### config.mk
export PLATFORM = sky130hd
export DESIGN_NAME = reflex_round_ctrl_flat
export DESIGN_NICKNAME = d
export VERILOG_FILES = /design/src/rtl/reflex_round_ctrl_if.sv /design/src/rtl/reflex_round_ctrl.sv /design/src/flat_wrapper.sv
export SDC_FILE = /design/constraint.sdc
export NUM_CORES = 1
export LEC_CHECK = 0
export ABC_CLOCK_PERIOD_IN_PS = 7970
export CORE_UTILIZATION = 55
export DETAILED_ROUTE_END_ITERATION = 16
export GPL_ROUTABILITY_DRIVEN = 0
export GPL_TIMING_DRIVEN = 0
export PLACE_DENSITY = 0.76
export SKIP_LAST_GASP = 1
export SYNTH_ARGS = -nofsm -noshare
export SYNTH_HDL_FRONTEND = slang
export SYNTH_SLANG_ARGS = --single-unit
### constraint.sdc
create_clock -name clk -period 7.97 [get_ports clk]
set_clock_uncertainty 0.1 [all_clocks]
set_input_delay 0.797 -clock clk [delete_from_list [all_inputs] [get_ports clk]]
set_output_delay 0.797 -clock clk [all_outputs]
set_load 0.02 [all_outputs]
### src/rtl/reflex_round_ctrl_if.sv
// Bus between the reflex round sequencer and its neighbours: the hit detector,
// the 1 ms timebase, the ball renderer and the score display.
// The slave side is the sequencer. The master side drives start, tick and hit.
interface reflex_round_ctrl_if;
    // Control inputs to the sequencer
    logic        start;
    logic        tick_1ms;
    logic        hit;

    // Ball placement and visibility
    logic [9:0]  ball_x;
    logic [9:0]  ball_y;
    logic        ball_visible;

    // Score and game progress
    logic [7:0]  hits;
    logic [7:0]  misses;
    logic [11:0] last_rt_ms;
    logic [11:0] best_rt_ms;
    logic [7:0]  round;
    logic        game_over;

    modport master (
        output start,
        output tick_1ms,
        output hit,
        input  ball_x,
        input  ball_y,
        input  ball_visible,
        input  hits,
        input  misses,
        input  last_rt_ms,
        input  best_rt_ms,
        input  round,
        input  game_over
    );

    modport slave (
        input  start,
        input  tick_1ms,
        input  hit,
        output ball_x,
        output ball_y,
        output ball_visible,
        output hits,
        output misses,
        output last_rt_ms,
        output best_rt_ms,
        output round,
        output game_over
    );
endinterface

### src/rtl/reflex_round_ctrl.sv
// Round sequencer for the reflex trainer. It places one ball per round at an
// LFSR-derived position and times the player's reaction in 1 ms ticks. It
// scores hits and misses and stops after a fixed number of balls.
module reflex_round_ctrl #(
    parameter int unsigned ScreenW   = 640,
    parameter int unsigned ScreenH   = 480,
    parameter int unsigned BallSize  = 40,
    parameter int unsigned TimeoutMs = 1000,
    parameter int unsigned GapMs     = 200,
    parameter int unsigned Rounds    = 20
) (
    input logic               clk,
    input logic               rst,
    reflex_round_ctrl_if.slave bus
);

    // Last counter value of each timed phase; the phase ends on the tick seen there
    localparam logic [11:0] GapLast     = 12'(GapMs - 1);
    localparam logic [11:0] TimeoutLast = 12'(TimeoutMs - 1);
    localparam logic [7:0]  RoundsVal   = 8'(Rounds);

    // Placement ranges keep the whole ball on screen
    localparam logic [9:0]  XRange      = 10'(ScreenW - BallSize);
    localparam logic [9:0]  YRange      = 10'(ScreenH - BallSize);

    localparam logic [15:0] LfsrSeed    = 16'hACE1;
    localparam logic [11:0] BestInit    = 12'hFFF;

    typedef enum logic [1:0] {
        StIdle,
        StGap,
        StShow,
        StDone
    } state_e;

    state_e      state_q, state_d;
    logic [15:0] lfsr_q, lfsr_d;
    logic        hit_prev_q;
    logic [11:0] ms_cnt_q, ms_cnt_d;
    logic [9:0]  ball_x_q, ball_x_d;
    logic [9:0]  ball_y_q, ball_y_d;
    logic        visible_q, visible_d;
    logic        over_q, over_d;
    logic [7:0]  hits_q, hits_d;
    logic [7:0]  misses_q, misses_d;
    logic [7:0]  round_q, round_d;
    logic [11:0] last_rt_q, last_rt_d;
    logic [11:0] best_rt_q, best_rt_d;

    logic        hit_rise;
    logic [7:0]  round_inc;
    logic        last_ball;
    logic        ball_end;

    // A held button must be released before it can score again
    assign hit_rise  = bus.hit & ~hit_prev_q;
    assign round_inc = round_q + 8'd1;
    assign last_ball = (round_inc == RoundsVal);

    // Fibonacci LFSR, taps 16,14,13,11, shifting right; never reaches zero from the seed
    assign lfsr_d = {lfsr_q[0] ^ lfsr_q[2] ^ lfsr_q[3] ^ lfsr_q[5], lfsr_q[15:1]};

    // State and score registers; reset clears the ball at once
    always_ff @(posedge clk or posedge rst) begin
        if (rst) begin
            state_q    <= StIdle;
            lfsr_q     <= LfsrSeed;
            hit_prev_q <= 1'b0;
            ms_cnt_q   <= 12'd0;
            ball_x_q   <= 10'd0;
            ball_y_q   <= 10'd0;
            visible_q  <= 1'b0;
            over_q     <= 1'b0;
            hits_q     <= 8'd0;
            misses_q   <= 8'd0;
            round_q    <= 8'd0;
            last_rt_q  <= 12'd0;
            best_rt_q  <= BestInit;
        end else begin
            state_q    <= state_d;
            lfsr_q     <= lfsr_d;
            hit_prev_q <= bus.hit;
            ms_cnt_q   <= ms_cnt_d;
            ball_x_q   <= ball_x_d;
            ball_y_q   <= ball_y_d;
            visible_q  <= visible_d;
            over_q     <= over_d;
            hits_q     <= hits_d;
            misses_q   <= misses_d;
            round_q    <= round_d;
            last_rt_q  <= last_rt_d;
            best_rt_q  <= best_rt_d;
        end
    end

    // Next-state and next-output logic for the round sequencer
    always_comb begin
        state_d   = state_q;
        ms_cnt_d  = ms_cnt_q;
        ball_x_d  = ball_x_q;
        ball_y_d  = ball_y_q;
        visible_d = visible_q;
        over_d    = over_q;
        hits_d    = hits_q;
        misses_d  = misses_q;
        round_d   = round_q;
        last_rt_d = last_rt_q;
        best_rt_d = best_rt_q;
        ball_end  = 1'b0;

        unique case (state_q)
            StIdle, StDone: begin
                if (bus.start) begin
                    hits_d    = 8'd0;
                    misses_d  = 8'd0;
                    round_d   = 8'd0;
                    last_rt_d = 12'd0;
                    best_rt_d = BestInit;
                    ms_cnt_d  = 12'd0;
                    visible_d = 1'b0;
                    over_d    = 1'b0;
                    state_d   = StGap;
                end
            end

            StGap: begin
                if (bus.tick_1ms) begin
                    if (ms_cnt_q == GapLast) begin
                        // Scale the 10-bit random fraction into the on-screen range
                        ball_x_d  = 10'(({10'd0, lfsr_q[9:0]} * {10'd0, XRange}) >> 10);
                        ball_y_d  = 10'(({10'd0, lfsr_q[15:6]} * {10'd0, YRange}) >> 10);
                        ms_cnt_d  = 12'd0;
                        visible_d = 1'b1;
                        state_d   = StShow;
                    end else begin
                        ms_cnt_d = ms_cnt_q + 12'd1;
                    end
                end
            end

            StShow: begin
                // The hit takes priority over a timeout tick on the same edge
                if (hit_rise) begin
                    hits_d    = hits_q + 8'd1;
                    last_rt_d = ms_cnt_q;
                    if (ms_cnt_q < best_rt_q) begin
                        best_rt_d = ms_cnt_q;
                    end
                    ball_end = 1'b1;
                end else if (bus.tick_1ms) begin
                    if (ms_cnt_q == TimeoutLast) begin
                        misses_d = misses_q + 8'd1;
                        ball_end = 1'b1;
                    end else begin
                        ms_cnt_d = ms_cnt_q + 12'd1;
                    end
                end

                if (ball_end) begin
                    round_d   = round_inc;
                    ms_cnt_d  = 12'd0;
                    visible_d = 1'b0;
                    if (last_ball) begin
                        over_d  = 1'b1;
                        state_d = StDone;
                    end else begin
                        state_d = StGap;
                    end
                end
            end
        endcase
    end

    assign bus.ball_x       = ball_x_q;
    assign bus.ball_y       = ball_y_q;
    assign bus.ball_visible = visible_q;
    assign bus.hits         = hits_q;
    assign bus.misses       = misses_q;
    assign bus.last_rt_ms   = last_rt_q;
    assign bus.best_rt_ms   = best_rt_q;
    assign bus.round        = round_q;
    assign bus.game_over    = over_q;

endmodule
### src/flat_wrapper.sv
// flat-port wrapper written by rule: the top's interface ports become plain ports
module reflex_round_ctrl_flat 
#(
    parameter int unsigned ScreenW   = 640,
    parameter int unsigned ScreenH   = 480,
    parameter int unsigned BallSize  = 40,
    parameter int unsigned TimeoutMs = 1000,
    parameter int unsigned GapMs     = 200,
    parameter int unsigned Rounds    = 20
)
  (clk, rst, bus_start, bus_tick_1ms, bus_hit, bus_ball_x, bus_ball_y, bus_ball_visible, bus_hits, bus_misses, bus_last_rt_ms, bus_best_rt_ms, bus_round, bus_game_over);
  reflex_round_ctrl_if bus_i ();
  input logic clk;
  input logic rst;
  input wire logic [$bits(bus_i.start)-1:0] bus_start;
  input wire logic [$bits(bus_i.tick_1ms)-1:0] bus_tick_1ms;
  input wire logic [$bits(bus_i.hit)-1:0] bus_hit;
  output wire logic [$bits(bus_i.ball_x)-1:0] bus_ball_x;
  output wire logic [$bits(bus_i.ball_y)-1:0] bus_ball_y;
  output wire logic [$bits(bus_i.ball_visible)-1:0] bus_ball_visible;
  output wire logic [$bits(bus_i.hits)-1:0] bus_hits;
  output wire logic [$bits(bus_i.misses)-1:0] bus_misses;
  output wire logic [$bits(bus_i.last_rt_ms)-1:0] bus_last_rt_ms;
  output wire logic [$bits(bus_i.best_rt_ms)-1:0] bus_best_rt_ms;
  output wire logic [$bits(bus_i.round)-1:0] bus_round;
  output wire logic [$bits(bus_i.game_over)-1:0] bus_game_over;
  assign bus_i.start = bus_start;
  assign bus_i.tick_1ms = bus_tick_1ms;
  assign bus_i.hit = bus_hit;
  assign bus_ball_x = bus_i.ball_x;
  assign bus_ball_y = bus_i.ball_y;
  assign bus_ball_visible = bus_i.ball_visible;
  assign bus_hits = bus_i.hits;
  assign bus_misses = bus_i.misses;
  assign bus_last_rt_ms = bus_i.last_rt_ms;
  assign bus_best_rt_ms = bus_i.best_rt_ms;
  assign bus_round = bus_i.round;
  assign bus_game_over = bus_i.game_over;
  reflex_round_ctrl #(.ScreenW(ScreenW), .ScreenH(ScreenH), .BallSize(BallSize), .TimeoutMs(TimeoutMs), .GapMs(GapMs), .Rounds(Rounds)) u_core (.clk(clk), .rst(rst), .bus(bus_i));
endmodule
======== Yosys cells after proc, flatten, opt, wreduce, memory -nomap -nowiden ========
Index checks and enable logic that the tools add are counted.
word-level totals
  word-level logic and storage cells ...... 96
  input port bits ......................... 5
  register bits after elaboration ......... 100
operators by class
  equal/unequal tests ..................... 19
  mux-type cells .......................... 41
  magnitude comparators ................... 1
  $add $sub $neg .......................... 4
  reductions and logical operators ........ 11
  bitwise logic cells ..................... 5
  $mul .................................... 2
operator list
  operator                                                count
  2-to-1 mux 12 bit                                       11
  2-to-1 mux 8 bit                                        6
  one-hot mux 12 bit (2 select lines)                     2
  one-hot mux 8 bit (2 select lines)                      3
  one-hot mux 12 bit (3 select lines)                     1
  adder 8 x 1 -> 8 bit (second input constant)            3
  multiplier 10 x 7 -> 17 bit (second input constant)     1
  multiplier 10 x 6 -> 16 bit (second input constant)     1
  adder 12 x 1 -> 12 bit (second input constant)          1
  == test 12 x 10 -> 1 bit (second input constant)        1
  == test 12 x 8 -> 1 bit (second input constant)         1
  less-than comparator 12 bit                             1
  inequality test 2 x 1 -> 1 bit (second input constant)  6
  AND reduction 4 bit                                     3
  2-to-1 mux 1 bit                                        10
  2-to-1 mux 2 bit                                        5
  AND reduction 5 bit                                     2
  AND reduction 3 bit                                     3
  == test 8 x 5 -> 1 bit (second input constant)          1
  inequality test 2 bit (second input constant)           4
  inequality test 3 bit (second input constant)           2
  one-hot mux 2 bit (3 select lines)                      1
  == test 2 bit (second input constant)                   2
  inequality test 3 x 2 -> 1 bit (second input constant)  1
  other kinds (9)                                         11

======== Logic depth before layout (Yosys ltp) ========
  depth after elaboration ................. 7
  depth in mapped cells ................... 13
  mapped depth without buffers ............ 13

======== Least setup slack after synthesis ========
No wires, ideal clock.
  path kind ............................... reg2reg
  start point ............................. register u_core.lfsr_q[6]
  end point ............................... register u_core.ball_x_q[8], in the netlist u_core.bus.ball_x[8]
  cell stages (with the launch flop) ...... 14
  path buffers ............................ 0
  arrival ................................. 3744 ps
  path slack .............................. 3989 ps
  period minus slack after synthesis ...... 3981 ps
  setup time .............................. 136 ps
  path through ............................ dfstp_2 > ha_1 > ha_1 > inv_1 > fa_1 > fa_1 > inv_1 > ha_1 > a21oi_1 > nand2_1 > o41a_1 > a211o_1 > a211oi_1 > o31ai_1
between the ends
  cells in the longest elaborated chain, start to end .. 1
RTL lines
  element                      RTL line                  source
  start: declaration           reflex_round_ctrl.sv:37   logic [15:0] lfsr_q, lfsr_d;
  start signal: assignment     reflex_round_ctrl.sv:67   lfsr_q <= LfsrSeed;
  start signal: assignment     reflex_round_ctrl.sv:81   lfsr_q <= lfsr_d;
  multiplier 10 x 7 -> 17 bit  reflex_round_ctrl.sv:130  ball_x_d = 10'(({10'd0, lfsr_q[9:0]} * {10'd0, XRange}) >> 10);
  end signal: assignment       reflex_round_ctrl.sv:84   ball_x_q <= ball_x_d;
  end: declaration             reflex_round_ctrl.sv:40   logic [9:0] ball_x_q, ball_x_d;
No other way between the ends.
A chain may end at the register's enable or synchronous reset.

======== Worst setup path after layout ========
  start point ............................. register u_core.lfsr_q[13]
  end point ............................... register u_core.ball_y_q[7], in the netlist u_core.bus.ball_y[7]
between the ends
  cells in the longest elaborated chain, start to end .. 1
RTL lines
  element                      RTL line                  source
  multiplier 10 x 6 -> 16 bit  reflex_round_ctrl.sv:131  ball_y_d = 10'(({10'd0, lfsr_q[15:6]} * {10'd0, YRange}) >> 10);
  end signal: assignment       reflex_round_ctrl.sv:85   ball_y_q <= ball_y_d;
  end: declaration             reflex_round_ctrl.sv:41   logic [9:0] ball_y_q, ball_y_d;
No other way between the ends.

==> impl_metrics.py <==
metrics = {
    "status": {
        "status": "completed",
    },
    "synthesis": {
        "synth_compound_area_share_pct": 13.1,
        "synth_edf_count": 0,
        "ys_seq_elements": 100,
        "synthAdderAreaFrac_pct": 25.5,
        "synthFlopType": "dfrtp_1",
        "synth_mux_area_share_pct": 0.933,
        "synth_top_cell_by_area": "dfrtp_1",
        "avgSynthCellArea_um2": 9.86,
        "yosysTopAreaCellShare_pct": 29.3,
        "postSynthCellCount": 694,
        "synth_xor_area_share_pct": 3.33,
        "syn_area_um2": 6840,
        "synthTopCellsByArea": "dfrtp_1 29%, ha_1 16%, fa_1 9.1%",
        "syn_nets": 820,
        "yosys_warnings": 0,
        "synth_cell_types": 63,
        "synth-simple-area-share_pct": 13.7,
        "synth_top_family_by_area": "adder cells",
        "async_flop_share_pct": 100,
        "synth_seq_area_share_pct": 36.9,
    },
    "global_routing": {
        "use_met2_pct": 42.4,
        "grt_max_degree": 72,
        "use_met1_pct": 30.9,
        "gr-total-overflow": 0,
        "grt_usage_pct": 24.5,
        "grt_pass1_wl_um": 25000,
        "antenna_found_initial": 0,
        "use_met3_pct": 3.51,
        "top_usage_layer": "met2",
        "grt_pass1_vias": 5352,
    },
    "floorplan": {
        "placementRows": 40,
        "start_util_pct": 56.7,
        "die_w_um": 114,
        "core_area_um2": 12100,
        "die_h_um": 114,
        "boundaryPins": 75,
        "die-area_um2": 12900,
    },
    "sta": {
        "finalHoldViolCount": 0,
        "timing.fmax_ghz": 0.231,
        "setup_slack_ns": 3.64,
        "worstMarginPinSlew_ns": 0.677,
        "post-route-min-period_ns": 4.33,
        "rsz0062_at_grt": "no",
        "finalSetupTns_ns": 0,
        "relSlewSlack_pct": 54.9,
        "setup_viol_count_final": 0,
        "min_period_over_period_pct": 54.4,
        "drv_slew": 0,
    },
    "routing": {
        "via_per_inst": 5.61,
        "drt_first_pass_iters": 4,
        "routed_wirelength_um": 14700,
        "antenna_left": 0,
        "drt_iter0_markers": 376,
        "routedWlPerCell_um": 15.5,
        "vias": 5340,
        "drc": 0,
    },
    "final_layout": {
        "areaGrowthSynthToFinish_pct": 18.4,
        "final_layout_size_suffix_gt1_share_pct": 7.91,
        "num_antenna_cells": 0,
        "final_cell_mix": "93 x inv_1, 90 x ha_1, 80 x dfrtp_1",
        "fin_util_pct": 67.2,
        "final_common_cell": "inv_1",
        "nNetsFinal": 905,
    },
    "setup_path": {
        "crit_path_end_kind": "register",
        "critical_path_arrival_ns": 4.49,
        "rr_startpoint": "u_core.lfsr_q[13]",
        "r2r_slack_ns": 3.64,
        "cp_data_required_time_ns": 8.13,
        "critPathLaunchType": "register",
        "path_class": "register to register",
        "critPathMaxFanout": 6,
        "r2r_end": "u_core.bus.ball_y[7]",
        "ff2ff_path_depth": 12,
    },
    "clocking": {
        "htree_levels": 3,
        "clk_pin_slew_ns": 0.07,
        "cts_root_buf": "clkbuf_16",
        "cts_max_path_buffers": 2,
        "numCtsBuffers": 9,
        "cts_tree": "built",
        "post_cts.repair.setup_buffers": 0,
        "cts_sinks": 100,
        "clk_latency_ns": 0.36,
        "postCtsResizedCells": 0,
        "hold_buffers": 0,
    },
    "worst_hold_path": {
        "hp-class": "register to register",
        "min_to": "u_core.lfsr_q[6]",
        "hold_depth": 0,
        "min-delay-start": "u_core.lfsr_q[7]",
    },
    "power": {
        "p_per_area_nw_per_um2": 174,
        "peakVddDrop_mv": 0.144,
        "leakage_nw": 4.05,
    },
    "placed_design": {
        "dpl_worst_slack_ns": 3.65,
        "portBuffers": 73,
        "hpwl_um": 11400,
    },
    "job": {
        "drv_cap": 0,
    },
}
-- per-layer routing --
metal	up-vias	routed length [µm]
met2	137	7400
li1	2561	-
met4	0	325
met3	22	574
met1	2620	6430
met5	-	0
-- area by class of cell --
| cell class | count | area (µm²) |
|---|---|---|
| plain buffers | 20 | 82.6 |
| clock buffers | 10 | 239 |
| clock inverters | 6 | 52.6 |
| fillers | 935 | 3960 |
| inverters | 96 | 363 |
| multi-input cells | 478 | 3870 |
| flip-flops and latches | 100 | 2530 |
| well taps | 168 | 210 |
| repair buffers | 74 | 758 |
-- through the flow --
stage	instance area, µm²	instances	power (mW)	hold WS (ns)
after floorplan	6840	694	0.847	0.294
after global placement	7780	935	0.963	0.320
after detailed placement	7810	936	0.980	0.323
after CTS	8110	952	1.42	0.333
after global routing	8110	952	1.48	0.343
final	8110	952	1.41	0.333
-- cells by family (layout without fill, tap and decap cells) --
kind of cell               after synthesis  count (layout)
AOI/OAI and AO/OA                      137             137
xor gates and xnor gates                26              26
adders and majority gates              121             121
buffers and inverters                  116             206
DFF                                    100             100
muxes                                    6               6
other                                    1               1
and+or+nand+nor                        187             187
-- critical path, cell delays in order, from the launching register on --
cell and delay [ns]:
dfstp_2 0.64, fa_1 0.46, fa_1 0.50, inv_1 0.06, fa_1 0.53, inv_1 0.04, ha_1 0.34, a21oi_1 0.16
nand2_1 0.07, o21ai_0 0.44, o211ai_1 0.32, a2111o_1 0.48, o311ai_1 0.09
-- synthesized netlist by cell type, types with 4 or more instances --
| cell type | count |
|---|---|
| inv_1 | 94 |
| ha_1 | 90 |
| dfrtp_1 | 80 |
| nand2_1 | 65 |
| o21ai_0 | 44 |
| nor2_1 | 37 |
| fa_1 | 31 |
| a21oi_1 | 25 |
| dfstp_2 | 20 |
| o31ai_1 | 20 |
| nand3_1 | 18 |
| clkbuf_1 | 16 |
| xor2_1 | 14 |
| a32oi_1 | 12 |
| xnor2_1 | 12 |
| nand4_1 | 10 |
| nand2b_1 | 9 |
| nor3_1 | 7 |
| a21o_1 | 5 |
| and2_1 | 5 |
| nor2_2 | 5 |
| or3_1 | 5 |
| a211oi_1 | 4 |
| and3_1 | 4 |
| nor2b_1 | 4 |
| o211ai_1 | 4 |
-- power by group --
| part | internal (mW) | switching (mW) | total, mW |
|---|---|---|---|
| logic | 0.134 | 0.249 | 0.383 |
| clock network | 0.227 | 0.213 | 0.440 |
| registers | 0.554 | 0.0348 | 0.589 |
| total | 0.915 | 0.497 | 1.41 |
-- state kept, by name, summed over array words and instances (netlist names), 8 cells and up --
signal / flops
u_core.lfsr_q: 16
u_core.bus.ball_x: 10
u_core.bus.ball_y: 9
u_core.bus.misses: 8
u_core.ms_cnt_q: 12
u_core.bus.round: 8
u_core.bus.best_rt_ms: 12
u_core.bus.last_rt_ms: 12
u_core.bus.hits: 8
-- worst max-delay path by stage --
stage	from	end	cells past startpoint
floorplan	u_core.lfsr_q[6]	u_core.bus.ball_x[8]	13
global placement	rst	u_core.bus.ball_y[5]	2
detailed placement	u_core.lfsr_q[13]	u_core.bus.ball_y[7]	12
CTS	u_core.lfsr_q[13]	u_core.bus.ball_y[7]	12
global route	u_core.lfsr_q[13]	u_core.bus.ball_y[7]	12
finish	u_core.lfsr_q[13]	u_core.bus.ball_y[7]	12
(Power assumes the default switching activity.)
